[src/rtl/div_unit_pkg.sv]
// Shared types and constants for the HI/LO divider: FSM state encoding and
// control-level literals used by EX when talking to div_unit.
package div_unit_pkg;

   typedef enum logic [1:0] {
      FREE    = 2'd0,
      BY_ZERO = 2'd1,
      ON      = 2'd2,
      END     = 2'd3
   } div_state_t;

   localparam logic        DivResultReady    = 1'b1;
   localparam logic        DivResultNotReady = 1'b0;
   localparam logic        DivStart          = 1'b1;
   localparam logic        DivStop           = 1'b0;
   localparam logic [31:0] ZeroWord          = 32'h0000_0000;
   localparam int          DoubleRegBus      = 64;

endpackage

[src/rtl/div_unit.sv]
// Radix-2 restoring divider for DIV/DIVU: one quotient bit per cycle,
// result_o = {remainder, quotient} held while ready_o is high.
module div_unit
   import div_unit_pkg::*;
#(
   parameter int DATA_W = 32
) (
   input  logic                clk,
   input  logic                rst,
   input  logic                signed_div_i,
   input  logic [DATA_W-1:0]   opdata1_i,
   input  logic [DATA_W-1:0]   opdata2_i,
   input  logic                start_i,
   input  logic                annul_i,
   output logic [2*DATA_W-1:0] result_o,
   output logic                ready_o
);

   localparam int CNT_W = $clog2(DATA_W) + 1;

   div_state_t          state_q, state_d;
   logic [CNT_W-1:0]    cnt_q, cnt_d;
   logic [DATA_W-1:0]   rem_q, rem_d, quo_q, quo_d, dvsr_q, dvsr_d;
   logic                neg_quo_q, neg_quo_d, neg_rem_q, neg_rem_d;
   logic [2*DATA_W-1:0] result_q, result_d;
   logic                ready_q, ready_d;

   logic                accept, a_neg, b_neg, last_step;
   logic [DATA_W:0]     rem_sh, trial;
   logic [DATA_W-1:0]   rem_step, quo_step, rem_fix, quo_fix;

   assign accept = (start_i == DivStart) && !annul_i;
   assign a_neg  = signed_div_i & opdata1_i[DATA_W-1];
   assign b_neg  = signed_div_i & opdata2_i[DATA_W-1];

   // One step: the extra MSB keeps a full-width unsigned remainder from overflowing the shift.
   always_comb begin
      rem_sh    = {rem_q, quo_q[DATA_W-1]};
      trial     = rem_sh - {1'b0, dvsr_q};
      if (!trial[DATA_W]) begin
         rem_step = trial[DATA_W-1:0];
         quo_step = {quo_q[DATA_W-2:0], 1'b1};
      end else begin
         rem_step = rem_sh[DATA_W-1:0];
         quo_step = {quo_q[DATA_W-2:0], 1'b0};
      end
      quo_fix   = neg_quo_q ? -quo_step : quo_step;
      rem_fix   = neg_rem_q ? -rem_step : rem_step;
      last_step = (cnt_q == CNT_W'(DATA_W - 1));
   end

   always_ff @(posedge clk or posedge rst) begin
      if (rst) begin
         state_q   <= FREE;
         cnt_q     <= '0;
         rem_q     <= '0;
         quo_q     <= '0;
         dvsr_q    <= '0;
         neg_quo_q <= 1'b0;
         neg_rem_q <= 1'b0;
         result_q  <= '0;
         ready_q   <= DivResultNotReady;
      end else begin
         state_q   <= state_d;
         cnt_q     <= cnt_d;
         rem_q     <= rem_d;
         quo_q     <= quo_d;
         dvsr_q    <= dvsr_d;
         neg_quo_q <= neg_quo_d;
         neg_rem_q <= neg_rem_d;
         result_q  <= result_d;
         ready_q   <= ready_d;
      end
   end

   always_comb begin
      state_d = state_q;
      case (state_q)
         FREE:    if (accept) state_d = (opdata2_i == '0) ? BY_ZERO : ON;
         BY_ZERO: state_d = END;
         ON: begin
            if (annul_i)        state_d = FREE;
            else if (last_step) state_d = END;
         end
         END:     if (start_i == DivStop) state_d = FREE;
         default: state_d = FREE;
      endcase
   end

   always_comb begin
      cnt_d     = cnt_q;
      rem_d     = rem_q;
      quo_d     = quo_q;
      dvsr_d    = dvsr_q;
      neg_quo_d = neg_quo_q;
      neg_rem_d = neg_rem_q;
      result_d  = result_q;
      ready_d   = ready_q;
      case (state_q)
         FREE: begin
            if (accept && opdata2_i != '0) begin
               cnt_d     = '0;
               rem_d     = '0;
               quo_d     = a_neg ? -opdata1_i : opdata1_i;
               dvsr_d    = b_neg ? -opdata2_i : opdata2_i;
               neg_quo_d = a_neg ^ b_neg;
               neg_rem_d = a_neg;
            end
         end
         BY_ZERO: begin
            result_d = '0;
            ready_d  = DivResultReady;
         end
         ON: begin
            if (annul_i) begin
               result_d = '0;
               ready_d  = DivResultNotReady;
            end else begin
               rem_d = rem_step;
               quo_d = quo_step;
               cnt_d = cnt_q + 1'b1;
               if (last_step) begin
                  result_d = {rem_fix, quo_fix};
                  ready_d  = DivResultReady;
               end
            end
         end
         END: begin
            if (start_i == DivStop) begin
               result_d = '0;
               ready_d  = DivResultNotReady;
            end
         end
         default: ;
      endcase
   end

   assign result_o = result_q;
   assign ready_o  = ready_q;

endmodule
[config.mk]
export PLATFORM = sky130hd
export DESIGN_NAME = div_unit
export DESIGN_NICKNAME = d
export VERILOG_FILES = /design/src/rtl/div_unit_pkg.sv /design/src/rtl/div_unit.sv
export SDC_FILE = /design/constraint.sdc
export NUM_CORES = 1
export LEC_CHECK = 0
export ABC_AREA = 1
export CAP_MARGIN = 20
export CORE_ASPECT_RATIO = 0.8
export CORE_UTILIZATION = 55
export CTS_CLUSTER_DIAMETER = 120
export CTS_CLUSTER_SIZE = 20
export DETAILED_ROUTE_END_ITERATION = 16
export PLACE_DENSITY = 0.85
export SYNTH_ARGS = -nofsm -noshare
export SYNTH_HDL_FRONTEND = slang
export SYNTH_SLANG_ARGS = --single-unit
[constraint.sdc]
create_clock -name clk -period 14.5 [get_ports clk]
set_input_delay 3.625 -clock clk [delete_from_list [all_inputs] [get_ports clk]]
set_output_delay 3.625 -clock clk [all_outputs]
set_load 0.005 [all_outputs]
==> results of run 1 <==
-- per-layer routing --
metal / GRT usage (%) / vias to the layer above / part of all wire, %
met3: 9.36 / 76 / 12
li1: - / 6844 / -
met1: 52.0 / 6552 / 45
met4: 9.89 / 0 / 2.1
met2: 49.9 / 742 / 41
met5: 0 / - / 0
-- per-stage QoR --
step | hold WS, ns | util (%) | power, mW | instances | area (µm²)
2_1_floorplan | 0.453 | - | 2.87 | 2104 | 13300
3_3_place_gp | 0.466 | 62.7 | 3.65 | 2489 | 14800
3_5_place_dp | 0.473 | 62.7 | 3.72 | 2489 | 14800
4_1_cts | 0.490 | 65.4 | 4.24 | 2521 | 15400
5_1_grt | 0.512 | 65.4 | 4.69 | 2521 | 15400
6_report | 0.486 | 65.4 | 4.33 | 2521 | 15400
-- area by class of cell --
type,instances,share of cell area (%)
multi-input combinational,1567,49.2
sequential,171,27.8
timing repair buffer,139,8.94
inverter,300,7.35
clock buffer,18,2.79
tap,312,2.54
clock inverter,14,1.36
-- power breakdown --
| part | internal [mW] | leakage, nW | switching [mW] |
|---|---|---|---|
| Combinational | 0.921 | 5.32 | 2.06 |
| Clock | 0.294 | 0.307 | 0.213 |
| Sequential | 0.672 | 2.22 | 0.178 |
-- registers in the layout, summed over array words and instances, names as in the netlist --
signal and count:
rem_q 32, cnt_q 6, result_o 64, neg_rem_q 1, dvsr_q 32, quo_q 32, neg_quo_q 1, ready_o 1
state_q 2
-- worst register-to-register path: stages (launching register included) --
cell	delay (ns)
dfrtp_1	0.40
inv_1	0.09
nor2_1	0.77
inv_2	0.62
nor2_1	0.53
clkinv_1	0.95
nand2_2	0.30
buf_4	0.64
clkinv_1	0.78
a21oi_1	0.28
o21ai_0	0.11
o21ai_0	0.11
-- worst max path at each step --
stage,from,endpoint,slack [ns],cells after the start
2_1_floorplan,rst,cnt_q[0],6.24,1
3_3_place_gp,annul_i,quo_q[30],7.19,9
3_5_place_dp,annul_i,quo_q[30],6.99,9
4_1_cts,annul_i,quo_q[30],7.44,9
5_1_grt,annul_i,quo_q[29],7.07,9
6_report,annul_i,quo_q[30],7.28,9
-- logic make-up after synthesis --
family | Yosys count | share of synthesized area, %
DFF | 171 | 32.2
and+or+nand+nor | 1164 | 37.1
AOI/OAI and AO/OA | 315 | 13.0
adders and majority gates | 38 | 3.64
xor gates and xnor gates | 50 | 3.30
buffers and inverters | 366 | 10.8
-- layout by cell type (no fill, tap or decap), types with 5 or more instances in the layout --
cell type / count
a21oi_1: 60
a31oi_1: 5
a32o_1: 5
and2_1: 6
and3_1: 5
buf_4: 6
clkbuf_16: 17
clkdlybuf4s50_1: 133
dfrtp_1: 171
ha_1: 37
inv_1: 284
inv_2: 12
nand2_1: 714
nand2_2: 22
nand2_4: 7
nand3_1: 135
nand3b_1: 7
nand4_1: 22
nor2_1: 191
nor2_2: 6
nor3_1: 24
o211ai_1: 8
o21ai_0: 168
o21ai_1: 22
o22ai_1: 30
o31ai_1: 5
or2_2: 7
xnor2_1: 13
xor2_1: 37
==> results.json, run 1 <==
{
  "cts_tree": "built",
  "routabilityCongestion": 1.04,
  "async_flop_share_pct": 100,
  "hp-class": "flip-flop to flip-flop",
  "cts_resized": 0,
  "cp_top_family": "buffers and inverters",
  "grt_overflow": 0,
  "grt_start_max_net_pins": 107,
  "max-slew-margin-rel_pct": 29.0,
  "ys_ff_latch": 171,
  "final_max_slew_viol_count": 0,
  "yosysTopAreaCellShare_pct": 32.2,
  "cts.sinks": 171,
  "cts.clk_slew.worst_paths_ns": 0.07,
  "crit_required_ns": 14.85,
  "vias": 14214,
  "rr_worst_depth": 11,
  "min_to": "neg_rem_q",
  "netlist_instances": 2104,
  "hold-path-cell-count": 2,
  "vdd_drop_max_v": 0.000160,
  "critPathLaunchType": "primary input",
  "reg2reg_from": "state_q[1]",
  "diodes": 0,
  "worstMarginPinSlew_ns": 1.06,
  "drt-total-wl_mm": 42.8,
  "crit_chain": "clkdlybuf4s50_1 -> nor2_1 -> clkinv_1 -> nand2_2 -> buf_4 -> clkinv_1 -> a21oi_1 -> o21ai_0 -> o21ai_0",
  "cts_setup_buffers": 0,
  "insertion_delay_ns": 0.44,
  "ys_warn_count": 0,
  "worstPathMaxFanout": 83,
  "synth_area_per_cell_um2": 6.31,
  "path_class": "primary input to flip-flop",
  "syn_area_um2": 13300,
  "drcViolationCount": 0,
  "synth_area_leaders": "dfrtp_1 32%, nand2_1 20%, inv_1 8.1%",
  "yosysSeqAreaShare_pct": 32.2,
  "cts_max_level": 4,
  "finalCritPeriodShare_pct": 49.8,
  "timing.fmax_mhz": 138,
  "preCtsSetupSlack_ns": 6.99,
  "rsz0062_at_grt": "false",
  "hold_buffers": 0,
  "grt_pass1_vias": 13008,
  "seqCellArea_um2": 4280,
  "area_delta_synth_final_pct": 15.9,
  "synth_nets": 2211,
  "grt_use_total_pct": 35.1,
  "cp_slowest_cell": "clkinv_1",
  "port_buffers": 133,
  "rr_endpoint": "quo_q[30]",
  "viasPerCell": 5.64,
  "finalCriticalPeriod_ns": 7.22,
  "clk_path_buf_depth": 2,
  "cap_violations": 0,
  "ys_types": 50,
  "grt_pass1_wl_mm": 67.7,
  "hold_viol_final": 0,
  "setup_viol": 0,
  "root_buffer": "clkbuf_16",
  "die_h_um": 141,
  "yosysMostFrequentCell": "nand2_1",
  "critPathCaptureType": "flip-flop",
  "drive_gt1_share_pct": 4.84,
  "firstDrtPassIters": 8,
  "slowest_delay_ns": 0.95,
  "die-area_um2": 24800,
  "cts_buffers": 17,
  "start_util_pct": 56.5,
  "drtIter0Drc": 1898,
  "ys.flop_type": "dfrtp_1",
  "core_area_um2": 23500,
  "nets": 2303,
  "p_leak_nw": 7.84,
  "ys_top_cells_by_count": "715 x nand2_1, 285 x inv_1, 191 x nor2_1",
  "setup_slack_ns": 7.28,
  "hpwl_mm": 33.2,
  "fin_setup_tns_ns": 0,
  "synth-edff-count": 0,
  "ff2ff_setup_slack_ns": 8.82,
  "critPathBufInv": 4,
  "outcome": "finished, final reports clean",
  "routedWlPerCell_um": 17.0,
  "die_width_um": 176,
  "finClkSkew_ns": 0.00977,
  "antenna_found_initial": 0,
  "hold_start": "neg_rem_q",
  "antenna_left": 0,
  "rows": 50,
  "multi_input_area_um2": 7570,
  "cp.arrival_ns": 7.58,
  "power_density_nw_per_um2": 282,
  "fillerInstances": 2160,
  "ios": 134,
  "synth_area_leader_cell": "dfrtp_1"
}
No activity file was read; power rests on OpenSTA's default activity.
==> inputs of run 2 (changes only) <==
clock period = 6.9 ns   (was 14.5 ns; I/O delays follow)
==> run 2 against run 1 <==
Against the previous run: via count is 0.86% lower; combinational power increased by 110%; clock power increased by 97%; clock skew up 0.0063 ns; critical path type is now flip-flop to flip-flop; largest power group unchanged.
==> results.json, run 2 (synthesized netlist as in run 1, its figures left out) <==
{
  "outcome": "finished, final reports clean",
  "critPathBufInv": 2,
  "viasPerCell": 5.59,
  "rsz0062_at_grt": "false",
  "firstDrtPassIters": 6,
  "core_area_um2": 23500,
  "hpwl_mm": 33.0,
  "antenna_left": 0,
  "drcViolationCount": 0,
  "hold_viol_final": 0,
  "power_density_nw_per_um2": 585,
  "cts_setup_buffers": 0,
  "largest_reg_flops": 64,
  "routabilityCongestion": 0.976,
  "area_delta_synth_final_pct": 15.7,
  "grt_pass1_wl_mm": 67.4,
  "die_width_um": 176,
  "ios": 134,
  "die-area_um2": 24800,
  "slowest_delay_ns": 0.47,
  "timing.fmax_mhz": 203,
  "nets": 2305,
  "clk_path_buf_depth": 2,
  "hold_buffers": 0,
  "drive_gt1_share_pct": 4.93,
  "grt_pass1_vias": 12724,
  "finalCritPeriodShare_pct": 71.4,
  "cts_max_level": 4,
  "cts.clk_slew.worst_paths_ns": 0.07,
  "finClkSkew_ns": 0.0161,
  "port_buffers": 133,
  "diodes": 0,
  "ff2ff_setup_slack_ns": 1.97,
  "root_buffer": "clkbuf_16",
  "crit_required_ns": 7.23,
  "drtIter0Drc": 1938,
  "design_area_um2": 15400,
  "die_h_um": 141,
  "grt_use_total_pct": 35.0,
  "critPathLaunchType": "flip-flop",
  "finalCriticalPeriod_ns": 4.93,
  "drt-total-wl_mm": 42.5,
  "routedWlPerCell_um": 16.8,
  "hp-class": "flip-flop to flip-flop",
  "antenna_found_initial": 1,
  "cp_top_family": "simple AND/OR/NAND/NOR gates",
  "cts_tree": "built",
  "cts.sinks": 171,
  "post_dp_cell_area_um2": 14800,
  "path_class": "flip-flop to flip-flop",
  "rows": 50,
  "cts_buffers": 17,
  "fin_setup_tns_ns": 0,
  "final_max_slew_viol_count": 0,
  "final_common_cell": "nand2_1",
  "setup_viol": 0,
  "cts_resized": 0,
  "grt_overflow": 0,
  "final_cell_mix": "714 x nand2_1, 284 x inv_1, 191 x nor2_1, 171 x dfrtp_1, 168 x o21ai_0",
  "worstPathMaxFanout": 45,
  "start_util_pct": 56.5,
  "max-slew-margin-rel_pct": 33.1,
  "vdd_drop_max_v": 0.000432,
  "p_leak_nw": 7.84,
  "cap_violations": 0,
  "worstMarginPinSlew_ns": 1.00,
  "grt_start_max_net_pins": 94,
  "cp.arrival_ns": 5.25,
  "insertion_delay_ns": 0.45,
  "critPathCaptureType": "flip-flop",
  "vias": 14092,
  "cp_slowest_cell": "nand2_4"
}
-- run 2: cell count changes in the layout (fill, tap and decap cells not counted), sizes merged --
cell    delta
clkinv     +1
buf        +2
bufinv     -2
clkbuf     +1
-- run 2: path summary, 6_finish.rpt --
kind,from,endpoint,cells after the start
min reg2reg,result_o[21],result_o[21],2
max,quo_q[31],result_o[18],25
min in group asynchronous,rst,result_o[62],2
max reg2reg,quo_q[31],result_o[18],25
min,result_o[21],result_o[21],2
max in group asynchronous,rst,rem_q[10],3
-- run 2: stage by stage --
step	power [mW]	hold WS [ns]	worst slack, ns	util [%]	std cells
finish	8.99	0.484	1.97	65.3	2523
global route	9.76	0.502	1.52	65.3	2523
CTS	8.81	0.485	2.11	65.3	2523
detailed placement	7.76	0.466	2.15	62.8	2491
global placement	7.66	0.465	2.25	62.8	2491
floorplan	6.03	0.453	0.543	-	2104
-- run 2: where the power goes --
part	leakage (nW)	switching (mW)	total [mW]	internal [mW]
Sequential	2.22	0.377	1.79	1.41
Clock	0.289	0.452	1.00	0.553
Combinational	5.32	4.26	6.20	1.94
-- run 2: worst register-to-register path: stages (launching register included) --
cell and delay, ns:
dfrtp_1 0.36, inv_1 0.11, ha_1 0.26, inv_1 0.11
fa_1 0.41, nand2_1 0.09, nand2_1 0.08, nand3_1 0.10
nand2_2 0.10, nand2_2 0.08, nand2_2 0.07, nand2_4 0.10
nand3_2 0.22, nand2_4 0.48, ha_1 0.30, nand3_1 0.11
nor3_1 0.30, nand2_1 0.09, nor2_1 0.17, nand4_1 0.17
nor3_1 0.33, nand3_1 0.17, nor3_1 0.25, nor2_1 0.06
o21ai_0 0.18, o21ai_0 0.11
-- run 2: routing by layer --
layer	global-route usage, %	up-vias	wire (µm)
met4	7.00	4	726
met3	9.74	73	5090
li1	-	6858	-
met1	52.2	6416	19400
met5	2.18	-	78
met2	50.1	741	17200
-- run 2: final cells by class --
cell class                      instances  area, µm²
Inverter                              300       1130
Clock inverter                         13        155
Sequential cell                       171       4280
Clock buffer                           19        443
Multi-Input combinational cell       1567       7570
Timing Repair Buffer                  141       1390
Fill cell                            2111       8160
Tap cell                              312        390
==> inputs of run 3 (changes only) <==
clock period = 4.8 ns   (was 6.9 ns; I/O delays follow)
==> run 3 against run 2 <==
Against the previous run: cell area grew 0.26%; die area is the same; sequential power grew 45%; critical path type unchanged; critical endpoint is now result_o[28]; cell count grew 0.16%; power grew 45%.
==> results.json, run 3 (synthesized netlist as in run 1, its figures left out) <==
{
  "outcome": "finished, final reports clean",
  "nets": 2309,
  "critPathCaptureType": "flip-flop",
  "grt_start_max_net_pins": 172,
  "crit_required_ns": 5.16,
  "finClkSkew_ns": 0.0129,
  "routedWlPerCell_um": 17.2,
  "min_to": "result_o[43]",
  "critPathLaunchType": "flip-flop",
  "slowest_delay_ns": 0.45,
  "hold_ws_ns": 0.487,
  "diodes": 0,
  "hold_viol_final": 0,
  "clk_path_buf_depth": 2,
  "hold_start": "result_o[43]",
  "cts.clk_slew.worst_paths_ns": 0.07,
  "cts_buffers": 17,
  "power_density_nw_per_um2": 847,
  "max-slew-margin-rel_pct": 33.8,
  "root_buffer": "clkbuf_16",
  "setup_viol": 0,
  "drt-total-wl_mm": 43.4,
  "core_area_um2": 23500,
  "cts_max_level": 4,
  "crit_chain": "inv_1 -> ha_1 -> inv_1 -> fa_1 -> nand2_1 -> nand2_1 -> nand3_1 -> nand2_2 -> nand2_2 -> nand2_2 -> nand2_4 -> nand3_2 -> nand2_4 -> ha_1 -> nand3_1 -> nor3_1 -> nand4_1 -> nor3_1 -> nand4_1 -> nand2_1 -> o21ai_0 -> nand2_1 -> nand2_1 -> o21ai_0",
  "die_width_um": 176,
  "hold_buffers": 0,
  "die_h_um": 141,
  "cp.arrival_ns": 4.76,
  "rr_worst_depth": 24,
  "grt_pass1_vias": 12830,
  "port_buffers": 133,
  "finalCriticalPeriod_ns": 4.40,
  "drcViolationCount": 0,
  "routabilityCongestion": 0.989,
  "p_leak_nw": 7.85,
  "insertion_delay_ns": 0.45,
  "hpwl_mm": 33.7,
  "cts_setup_buffers": 0,
  "die-area_um2": 24800,
  "rsz0062_at_grt": "false",
  "vdd_drop_max_v": 0.000591,
  "rr_endpoint": "result_o[28]",
  "finalCritPeriodShare_pct": 91.6,
  "antenna_found_initial": 0,
  "ios": 134,
  "path_class": "flip-flop to flip-flop",
  "worstPathMaxFanout": 11,
  "cts.sinks": 171,
  "worstMarginPinSlew_ns": 0.992,
  "finalPower_mw": 13.1,
  "cpMostUsedCell": "nand2_1",
  "grt_use_total_pct": 35.6,
  "grt_pass1_wl_mm": 68.7,
  "grt_overflow": 0,
  "timing.fmax_mhz": 227,
  "cts_resized": 0,
  "reg2reg_from": "quo_q[31]",
  "final_common_cell": "nand2_1",
  "viasPerCell": 5.64,
  "final_cell_mix": "714 x nand2_1, 284 x inv_1, 191 x nor2_1, 171 x dfrtp_1, 168 x o21ai_0",
  "rows": 50,
  "cap_violations": 0,
  "vias": 14240,
  "drive_gt1_share_pct": 5.15,
  "cts_tree": "built",
  "ff2ff_setup_slack_ns": 0.40,
  "drtIter0Drc": 1775,
  "antenna_left": 0,
  "start_util_pct": 56.5,
  "fin_setup_tns_ns": 0,
  "largest_reg_flops": 64,
  "hold-path-cell-count": 2,
  "cp_slowest_cell": "nor3_1",
  "firstDrtPassIters": 6,
  "area_delta_synth_final_pct": 16.0,
  "hp-class": "flip-flop to flip-flop",
  "final_max_slew_viol_count": 0
}
run 3: final cells by class:
type,instances,area [µm²]
clock buffers,17,425
fillers,2101,8120
well taps,312,390
inverters,300,1130
repair buffers,145,1450
flip-flops and latches,171,4280
multi-input cells,1567,7570
clock inverters,15,151
run 3: power breakdown:
part           total [mW]  internal [mW]  leakage (nW)  switching, mW
combinational        9.09           2.83          5.35           6.25
clock                1.38          0.693         0.276          0.687
sequential           2.59           2.03          2.22          0.559
run 3: per-stage QoR:
stage                     utilization (%)  cell area (µm²)  std cells  worst slack (ns)
after floorplan                         -            13300       2104              1.17
after global placement               62.9            14800       2494             0.728
after detailed placement             62.9            14800       2494             0.555
after CTS                            65.4            15400       2526             0.531
after global routing                 65.5            15400       2527            0.0573
final                                65.5            15400       2527             0.404
run 3: worst max path at each step:
stage,startpoint,endpoint,slack (ns),cells past startpoint
after global routing,quo_q[31],result_o[30],0.06,24
after detailed placement,quo_q[31],result_o[28],0.56,24
after CTS,quo_q[31],result_o[28],0.53,24
after global placement,quo_q[31],result_o[18],0.73,25
final,quo_q[31],result_o[28],0.40,24
after floorplan,quo_q[31],result_o[18],1.17,26
run 3: critical path, delay by kind of cell, from the launching register on:
family	cells	cell delay, ns
fa+ha+maj	3	0.85
compound gates	2	0.30
buf+inv	2	0.22
simple gates	17	2.58
flops	1	0.37
run 3: per-layer routing:
layer  up-vias  global-route usage (%)  wire (µm)
li1       6863                       -          -
met1      6582                    54.3      20200
met2       735                    51.9      18100
met3        60                    6.55       4440
met4         0                    7.55        691
met5         -                       0          0
